$ cat src/rtl/imem_boot_loader_if.sv
// Byte-stream input and instruction-memory write bus of imem_boot_loader.
// master: stream source / memory side (testbench), slave: the loader.
interface imem_boot_loader_if;
  logic        s_valid;
  logic [7:0]  s_data;
  logic        s_ready;
  logic        imem_we;
  logic [31:0] imem_addr;
  logic [31:0] imem_wdata;

  modport master (
    output s_valid, s_data,
    input  s_ready, imem_we, imem_addr, imem_wdata
  );

  modport slave (
    input  s_valid, s_data,
    output s_ready, imem_we, imem_addr, imem_wdata
  );
endinterface

$ cat src/rtl/imem_boot_loader.sv
// imem_boot_loader: packs a little-endian byte stream into 32-bit words,
// writes them to instruction memory from byte address 0 and raises 'load'
// once the program is present.
// Optional build macro IMEM_LOADER_CHECKSUM_EN adds a 4-byte XOR trailer
// check after the last word.
//
// state   | meaning
// --------+-------------------------------------------------------------
// S_IDLE  | after reset, waiting for start
// S_RECV  | accepting bytes of the current word (s_ready=1)
// S_WRITE | one-cycle write strobe for the assembled word
// S_CHK   | accepting the checksum trailer (checksum build only)
// S_DONE  | program loaded (load reflects success), waiting for start
module imem_boot_loader #(
  parameter int ADDR_W = 8,
  parameter int LEN_W  = ADDR_W + 1
) (
  input  logic                 clk,
  input  logic                 areset,
  input  logic                 start,
  input  logic [LEN_W-1:0]     len,
  imem_boot_loader_if.slave    bus,
  output logic                 load,
  output logic                 busy,
  output logic                 err
);

  typedef enum logic [2:0] {
    S_IDLE  = 3'd0,
    S_RECV  = 3'd1,
    S_WRITE = 3'd2,
    S_DONE  = 3'd3
`ifdef IMEM_LOADER_CHECKSUM_EN
    , S_CHK = 3'd4
`endif
  } state_t;

  localparam logic [LEN_W:0] DEPTH_LEN = (LEN_W+1)'(2**ADDR_W);

  state_t              state_q, state_d;
  logic [ADDR_W-1:0]   word_idx_q, word_idx_d;
  logic [LEN_W-1:0]    len_q, len_d;
  logic [1:0]          byte_cnt_q, byte_cnt_d;
  logic [31:0]         word_q, word_d;
  logic                s_ready_q, s_ready_d;
  logic                busy_q, busy_d;
  logic                load_q, load_d;
  logic                err_q, err_d;
  logic                imem_we_q, imem_we_d;
  logic [31:0]         imem_addr_q, imem_addr_d;
  logic [31:0]         imem_wdata_q, imem_wdata_d;
`ifdef IMEM_LOADER_CHECKSUM_EN
  logic [31:0]         csum_q, csum_d;
`endif

  logic                hs;
  logic                start_ok;
  logic                len_bad;
  logic                last_word;
  logic [31:0]         word_nx;

  assign hs        = bus.s_valid && s_ready_q;
  assign start_ok  = start && (state_q == S_IDLE || state_q == S_DONE);
  assign len_bad   = ({1'b0, len} > DEPTH_LEN);
  assign last_word = (LEN_W'(word_idx_q) == len_q - LEN_W'(1));

  // Next-state and next-output logic for the load sequence.
  always_comb begin
    state_d      = state_q;
    word_idx_d   = word_idx_q;
    len_d        = len_q;
    byte_cnt_d   = byte_cnt_q;
    word_d       = word_q;
    load_d       = load_q;
    err_d        = err_q;
    imem_we_d    = 1'b0;
    imem_addr_d  = imem_addr_q;
    imem_wdata_d = imem_wdata_q;
`ifdef IMEM_LOADER_CHECKSUM_EN
    csum_d       = csum_q;
`endif
    word_nx                          = word_q;
    word_nx[{byte_cnt_q, 3'b000} +: 8] = bus.s_data;

    case (state_q)
      S_IDLE, S_DONE: begin
        if (start_ok) begin
          if (len_bad) begin
            err_d = 1'b1;
          end else begin
            len_d      = len;
            word_idx_d = '0;
            byte_cnt_d = '0;
            word_d     = '0;
            load_d     = 1'b0;
            err_d      = 1'b0;
`ifdef IMEM_LOADER_CHECKSUM_EN
            csum_d     = '0;
            // An empty program still carries a (zero) trailer.
            state_d    = (len == '0) ? S_CHK : S_RECV;
`else
            if (len == '0) begin
              state_d = S_DONE;
              load_d  = 1'b1;
            end else begin
              state_d = S_RECV;
            end
`endif
          end
        end
      end

      S_RECV: begin
        if (hs) begin
          word_d     = word_nx;
          byte_cnt_d = byte_cnt_q + 2'd1;
          if (byte_cnt_q == 2'd3) begin
            state_d      = S_WRITE;
            imem_we_d    = 1'b1;
            imem_addr_d  = 32'(word_idx_q) << 2;
            imem_wdata_d = word_nx;
`ifdef IMEM_LOADER_CHECKSUM_EN
            csum_d       = csum_q ^ word_nx;
`endif
          end
        end
      end

      S_WRITE: begin
        byte_cnt_d = '0;
        if (last_word) begin
`ifdef IMEM_LOADER_CHECKSUM_EN
          state_d = S_CHK;
`else
          state_d = S_DONE;
          load_d  = 1'b1;
`endif
        end else begin
          word_idx_d = word_idx_q + ADDR_W'(1);
          state_d    = S_RECV;
        end
      end

`ifdef IMEM_LOADER_CHECKSUM_EN
      S_CHK: begin
        if (hs) begin
          word_d     = word_nx;
          byte_cnt_d = byte_cnt_q + 2'd1;
          if (byte_cnt_q == 2'd3) begin
            state_d = S_DONE;
            if (word_nx == csum_q) begin
              load_d = 1'b1;
            end else begin
              load_d = 1'b0;
              err_d  = 1'b1;
            end
          end
        end
      end
`endif

      default: state_d = S_IDLE;
    endcase

`ifdef IMEM_LOADER_CHECKSUM_EN
    s_ready_d = (state_d == S_RECV) || (state_d == S_CHK);
    busy_d    = (state_d == S_RECV) || (state_d == S_WRITE) || (state_d == S_CHK);
`else
    s_ready_d = (state_d == S_RECV);
    busy_d    = (state_d == S_RECV) || (state_d == S_WRITE);
`endif
  end

  // State and registered outputs; synchronous reset drops any partial word.
  always_ff @(posedge clk) begin
    if (areset) begin
      state_q      <= S_IDLE;
      word_idx_q   <= '0;
      len_q        <= '0;
      byte_cnt_q   <= '0;
      word_q       <= '0;
      s_ready_q    <= 1'b0;
      busy_q       <= 1'b0;
      load_q       <= 1'b0;
      err_q        <= 1'b0;
      imem_we_q    <= 1'b0;
      imem_addr_q  <= '0;
      imem_wdata_q <= '0;
`ifdef IMEM_LOADER_CHECKSUM_EN
      csum_q       <= '0;
`endif
    end else begin
      state_q      <= state_d;
      word_idx_q   <= word_idx_d;
      len_q        <= len_d;
      byte_cnt_q   <= byte_cnt_d;
      word_q       <= word_d;
      s_ready_q    <= s_ready_d;
      busy_q       <= busy_d;
      load_q       <= load_d;
      err_q        <= err_d;
      imem_we_q    <= imem_we_d;
      imem_addr_q  <= imem_addr_d;
      imem_wdata_q <= imem_wdata_d;
`ifdef IMEM_LOADER_CHECKSUM_EN
      csum_q       <= csum_d;
`endif
    end
  end

  assign bus.s_ready    = s_ready_q;
  assign bus.imem_we    = imem_we_q;
  assign bus.imem_addr  = imem_addr_q;
  assign bus.imem_wdata = imem_wdata_q;
  assign load           = load_q;
  assign busy           = busy_q;
  assign err            = err_q;

endmodule
$ cat src/flat_wrapper.sv
// flat-port wrapper written by rule: the top's interface ports become plain ports
module imem_boot_loader_flat 
#(
  parameter int ADDR_W = 8,
  parameter int LEN_W  = ADDR_W + 1
)
  (clk, areset, start, len, load, busy, err, bus_s_valid, bus_s_data, bus_s_ready, bus_imem_we, bus_imem_addr, bus_imem_wdata);
  imem_boot_loader_if bus_i ();
  input  logic clk;
  input  logic areset;
  input  logic start;
  input  logic [LEN_W-1:0] len;
  output logic load;
  output logic busy;
  output logic err;
  input wire logic [$bits(bus_i.s_valid)-1:0] bus_s_valid;
  input wire logic [$bits(bus_i.s_data)-1:0] bus_s_data;
  output wire logic [$bits(bus_i.s_ready)-1:0] bus_s_ready;
  output wire logic [$bits(bus_i.imem_we)-1:0] bus_imem_we;
  output wire logic [$bits(bus_i.imem_addr)-1:0] bus_imem_addr;
  output wire logic [$bits(bus_i.imem_wdata)-1:0] bus_imem_wdata;
  assign bus_i.s_valid = bus_s_valid;
  assign bus_i.s_data = bus_s_data;
  assign bus_s_ready = bus_i.s_ready;
  assign bus_imem_we = bus_i.imem_we;
  assign bus_imem_addr = bus_i.imem_addr;
  assign bus_imem_wdata = bus_i.imem_wdata;
  imem_boot_loader #(.ADDR_W(ADDR_W), .LEN_W(LEN_W)) u_core (.clk(clk), .areset(areset), .start(start), .len(len), .bus(bus_i), .load(load), .busy(busy), .err(err));
endmodule
$ cat config.mk
export PLATFORM = sky130hd
export DESIGN_NAME = imem_boot_loader_flat
export DESIGN_NICKNAME = d
export VERILOG_FILES = /design/src/rtl/imem_boot_loader_if.sv /design/src/rtl/imem_boot_loader.sv /design/src/flat_wrapper.sv
export SDC_FILE = /design/constraint.sdc
export NUM_CORES = 1
export LEC_CHECK = 0
export ABC_AREA = 0
export CORE_UTILIZATION = 55
export DETAILED_ROUTE_END_ITERATION = 10
export PLACE_DENSITY_LB_ADDON = 0.3
export SETUP_SLACK_MARGIN = 0.15
export SLEW_MARGIN = 15
export SYNTH_ARGS = -nofsm -noshare
export SYNTH_HDL_FRONTEND = slang
export SYNTH_SLANG_ARGS = --single-unit
$ cat constraint.sdc
create_clock -name clk -period 5.3 [get_ports clk]
set_input_delay 0.53 -clock clk [delete_from_list [all_inputs] [get_ports clk]]
set_output_delay 0.53 -clock clk [all_outputs]
set_load 0.005 [all_outputs]
-- Word level (Yosys, flattened, before mapping)
Cells that the tools add are included.
W data, S select, Z words.
- reductions and logical operators: 18
- eq/ne operators: 12
- order comparisons: 1
- add/sub/neg operators: 4
- bitwise operators: 3
- shift-type cells: 2
- mux-type cells: 27
- operator list (cell ; count):
    $mux W32 ; 3
    $pmux W32 S2 ; 1
    $bwmux W32 ; 1
    $shift A8 B7 Y32 const A ; 1
    $shiftx A8 B7 Y32 ; 1
    $mux W8 ; 3
    $pmux W8 S2 ; 1
    $reduce_and A4 Y1 ; 4
    $mux W3 ; 4
    $mux W2 ; 5
    $eq A3 B2 Y1 const B ; 3
    $eq A8 B9 Y1 ; 1
    $gt A9 B9 Y1 const B ; 1
    $logic_not A9 Y1 ; 1
    $pmux W3 S3 ; 1
    $sub A9 B1 Y9 const B ; 1
    $add A8 B1 Y8 const B ; 1
    $neg A5 Y7 ; 1
    $eq A3 B1 Y1 const B ; 2
    $mux W1 ; 6
    $ne A2 B1 Y1 const B ; 3
    $pmux W2 S3 ; 1
    $reduce_and A3 Y1 ; 2
    $ne A2 B2 Y1 const B ; 2
    12 further kinds ; 17
- input bits: 21
- output and inout port bits: 69
- register bits after elaboration: 99
- word-level logic and storage cells: 79

-- Longest topological paths before layout
- depth in word-level cells: 7
- mapped depth: 9
- mapped depth without buffers: 8

-- Worst setup path before layout
Ideal clock, no wire load.
- path type: input to register
- from: in len[0]
- to: reg u_core.word_q[24]
- arrival time: 2301 ps
- library setup time: 70 ps
- data required time: 5230 ps
- stages: 7
- slack: 2928 ps
- buffers on the path: 1
- cells stage by stage: or4_1 -> o21ai_2 -> nand2_1 -> a211o_2 -> buf_6 -> or3_1 -> a21oi_1
- longest elaborated chain between the ends: 3
- ends and longest elaborated chain (what ; RTL line ; source):
    start: declaration ; flat_wrapper.sv:12 ; input logic [LEN_W-1:0] len;
    $gt A9 B9 Y1 ; imem_boot_loader.sv:64 ; assign len_bad = ({1'b0, len} > DEPTH_LEN);
    $ne A2 B2 Y1 (no source line) ; n/a ;
    $reduce_and A4 Y1 (no source line) ; n/a ;
    end signal: assignment ; imem_boot_loader.sv:197 ; word_q <= word_d;
    end: declaration ; imem_boot_loader.sv:44 ; logic [31:0] word_q, word_d;
No other way between the ends.
A chain may end at the register's enable or synchronous reset.

-- Worst setup path in the final report
- from: in len[0]
- to: reg u_core.word_q[1]
Same word-level chain as after synthesis.

==> impl_metrics.json <==
{
  "outcome": "complete, no violations",
  "pre_cts_slack_ns": 2.13,
  "max-slew-margin-rel_pct": 37.5,
  "ys_seq_area_share_pct": 42.9,
  "synth_seq_cells": 99,
  "cts_hold_buf": 0,
  "skew_ns": 0.00989,
  "dr.pass1.iters": 4,
  "fin_util_pct": 66.0,
  "most-common-layout-cells": "99 x dfxtp_1, 87 x a21oi_1, 80 x nand2_1",
  "initial_utilization_pct": 56.6,
  "syn_avg_cell_area_um2": 8.13,
  "fin_nets": 643,
  "fin_crit_sh_pct": 54.1,
  "detail-route-antenna-nets": 0,
  "routedWlPerCell_um": 14.1,
  "core_area_mm2": 0.00818,
  "power_density_mw_per_mm2": 246,
  "fill_cells": 696,
  "area_growth_pct": 16.8,
  "tightestPinTransition_ns": 0.935,
  "synthTopCellsByArea": "dfxtp_1 43%, a21oi_1 9.4%, nand2_1 6.5%",
  "use_met1_pct": 32.8,
  "post-dp-hpwl_mm": 6.92,
  "timing.hold.ws_ns": 0.450,
  "cellLeakagePower_nw": 1.82,
  "max_freq_mhz": 349,
  "required_ns": 5.58,
  "grt_max_degree": 89,
  "synth_top_area_cell": "dfxtp_1",
  "critPathArrivalTime_ns": 3.15,
  "port_buffers": 65,
  "synth_cell_types": 50,
  "grt-ovfl-total": 0,
  "crit_start": "len[0]",
  "end_kind": "flip-flop",
  "post_cts_resize_count": 0,
  "cp_slowest_cell": "a211o_2",
  "place.gp.congestion": 0.832,
  "yosys_most_used_dff": "dfxtp_1",
  "irDropWorstVdd_mv": 0.148,
  "fin_crit_ns": 2.87,
  "dp_cells": 708,
  "final_cells": 724,
  "cts_tree": "built",
  "hold_viol": 0,
  "cp-start-kind": "input pin",
  "max_stage_delay_ns": 0.64,
  "vias_per_cell": 5.53,
  "cts.sinks": 99,
  "numCtsBuffers": 9,
  "cts-root-buf": "clkbuf_8",
  "async_flop_share_pct": 0,
  "clkTransAtPathRegs_ns": 0.09,
  "placementRows": 33,
  "worstPathCellList": "clkdlybuf4s50_1, or4_1, o21ai_2, nand2_1, a211o_2, or3_1, a21oi_1",
  "grt_pass1_wl_mm": 16.7,
  "setup_tns_ns": 0,
  "finalSetupViolations": 0,
  "grt-busiest-layer": "met2",
  "crit_type": "in -> reg",
  "fp.dieW_um": 93.7,
  "cts_htree_levels": 3,
  "setup_slack_ns": 2.43,
  "rsz0062_at_grt": "false",
  "drive_above_1_share_pct": 4.85,
  "synth-edff-count": 0,
  "cp_max_fo": 64,
  "antenna_found_initial": 0,
  "clk_latency_ns": 0.37,
  "post-route-drc-count": 0,
  "grtUsageMet2_pct": 38.0,
  "num_antenna_cells": 0,
  "slew_viol_final": 0,
  "min_from": "u_core.word_q[26]",
  "grt_pass1_vias": 3569,
  "use_met3_pct": 3.64,
  "r2r_start": "u_core.len_q[0]",
  "syn_inst": 569,
  "cts_setup_buffers": 0,
  "netlist.area_leader.share_pct": 42.9,
  "cts_buffer_depth": 2,
  "ys.warnings.count": 0,
  "synth_area_mm2": 0.00462,
  "grtUsageTotal_pct": 24.2,
  "vias": 4003,
  "die_area_mm2": 0.00878,
  "drt_wl_total_mm": 10.2,
  "pin_count": 90,
  "hold_path.class": "reg -> reg",
  "dr.first_iter.drc_count": 179,
  "drv_cap": 0,
  "layout_commonest_cell": "dfxtp_1",
  "die_y_um": 93.7
}
[kinds of logic after synthesis]
kind of cell               after synthesis  synth area share (%)
AOI/OAI and AO/OA                      149                  19.7
buffers and inverters                   69                  8.06
muxes                                    2                 0.460
other                                    1                0.0811
DFF                                     99                  42.9
adders and majority gates                8                  2.17
xor gates and xnor gates                11                  2.08
and+or+nand+nor                        230                  24.6
[flip-flops by register name (all words and copies together) (netlist names), 2 cells and up]
register               count
u_core.len_q               9
u_core.bus.imem_wdata     32
u_core.byte_cnt_q          2
u_core.word_idx_q          8
u_core.state_q             3
u_core.word_q             32
u_core.bus.imem_addr       8
[metal layers]
metal / routed length (um) / part of all wire, %
met5: 0 / 0
met4: 164 / 1.6
met3: 649 / 6.4
met2: 4680 / 46
met1: 4700 / 46
[where the power goes]
part           internal [mW]  switching (mW)
combinational         0.0310          0.0536
sequential             0.748         0.00532
clock                  0.233           0.260
total                   1.01           0.319
[critical path: cells and delay by family]
kind,cells,cell delay [ns]
buffers and inverters,1,0.41
AO/OA/AOI/OAI,3,0.98
AND/OR/NAND/NOR,3,1.20
[layout make-up]
type | instances | area [um^2] | share of cell area, %
clock buffers | 11 | 141 | 2.62
clock inverters | 5 | 62.6 | 1.16
inverters | 11 | 41.3 | 0.765
multi-input cells | 425 | 2370 | 43.9
flip-flops and latches | 99 | 1980 | 36.7
well taps | 105 | 131 | 2.43
repair buffers | 68 | 668 | 12.4
[Yosys cell counts, types with 2 or more instances]
| cell | n |
|---|---|
| a211oi_1 | 34 |
| a21o_1 | 3 |
| a21oi_1 | 87 |
| and2_1 | 2 |
| and3_1 | 4 |
| buf_1 | 3 |
| buf_4 | 24 |
| buf_6 | 3 |
| clkbuf_1 | 27 |
| dfxtp_1 | 99 |
| ha_1 | 8 |
| inv_1 | 11 |
| nand2_1 | 80 |
| nand2b_1 | 3 |
| nand3_1 | 3 |
| nand4_1 | 2 |
| nor2_1 | 45 |
| nor2b_1 | 35 |
| nor3_1 | 6 |
| nor3b_1 | 3 |
| o2111ai_1 | 3 |
| o21ai_0 | 7 |
| or2_2 | 3 |
| or3_1 | 36 |
| or4_1 | 4 |
| xnor2_1 | 6 |
| xor2_1 | 5 |
[metrics by stage]
stage	instance area, um^2	total power, mW
6_report	5400	1.33
5_1_grt	5400	1.37
4_1_cts	5390	1.34
3_5_place_dp	5190	0.854
3_3_place_gp	5190	0.851
2_1_floorplan	4710	0.835
[worst paths after layout]
path,end,slack [ns],depth (start not counted)
worst max-delay path,u_core.word_q[1],2.43,7
worst min-delay path,u_core.word_q[26],0.45,2
worst max register to register,u_core.busy,2.53,8
worst min register to register,u_core.word_q[26],0.45,2
Note: power is estimated with default switching activity, not from simulation.
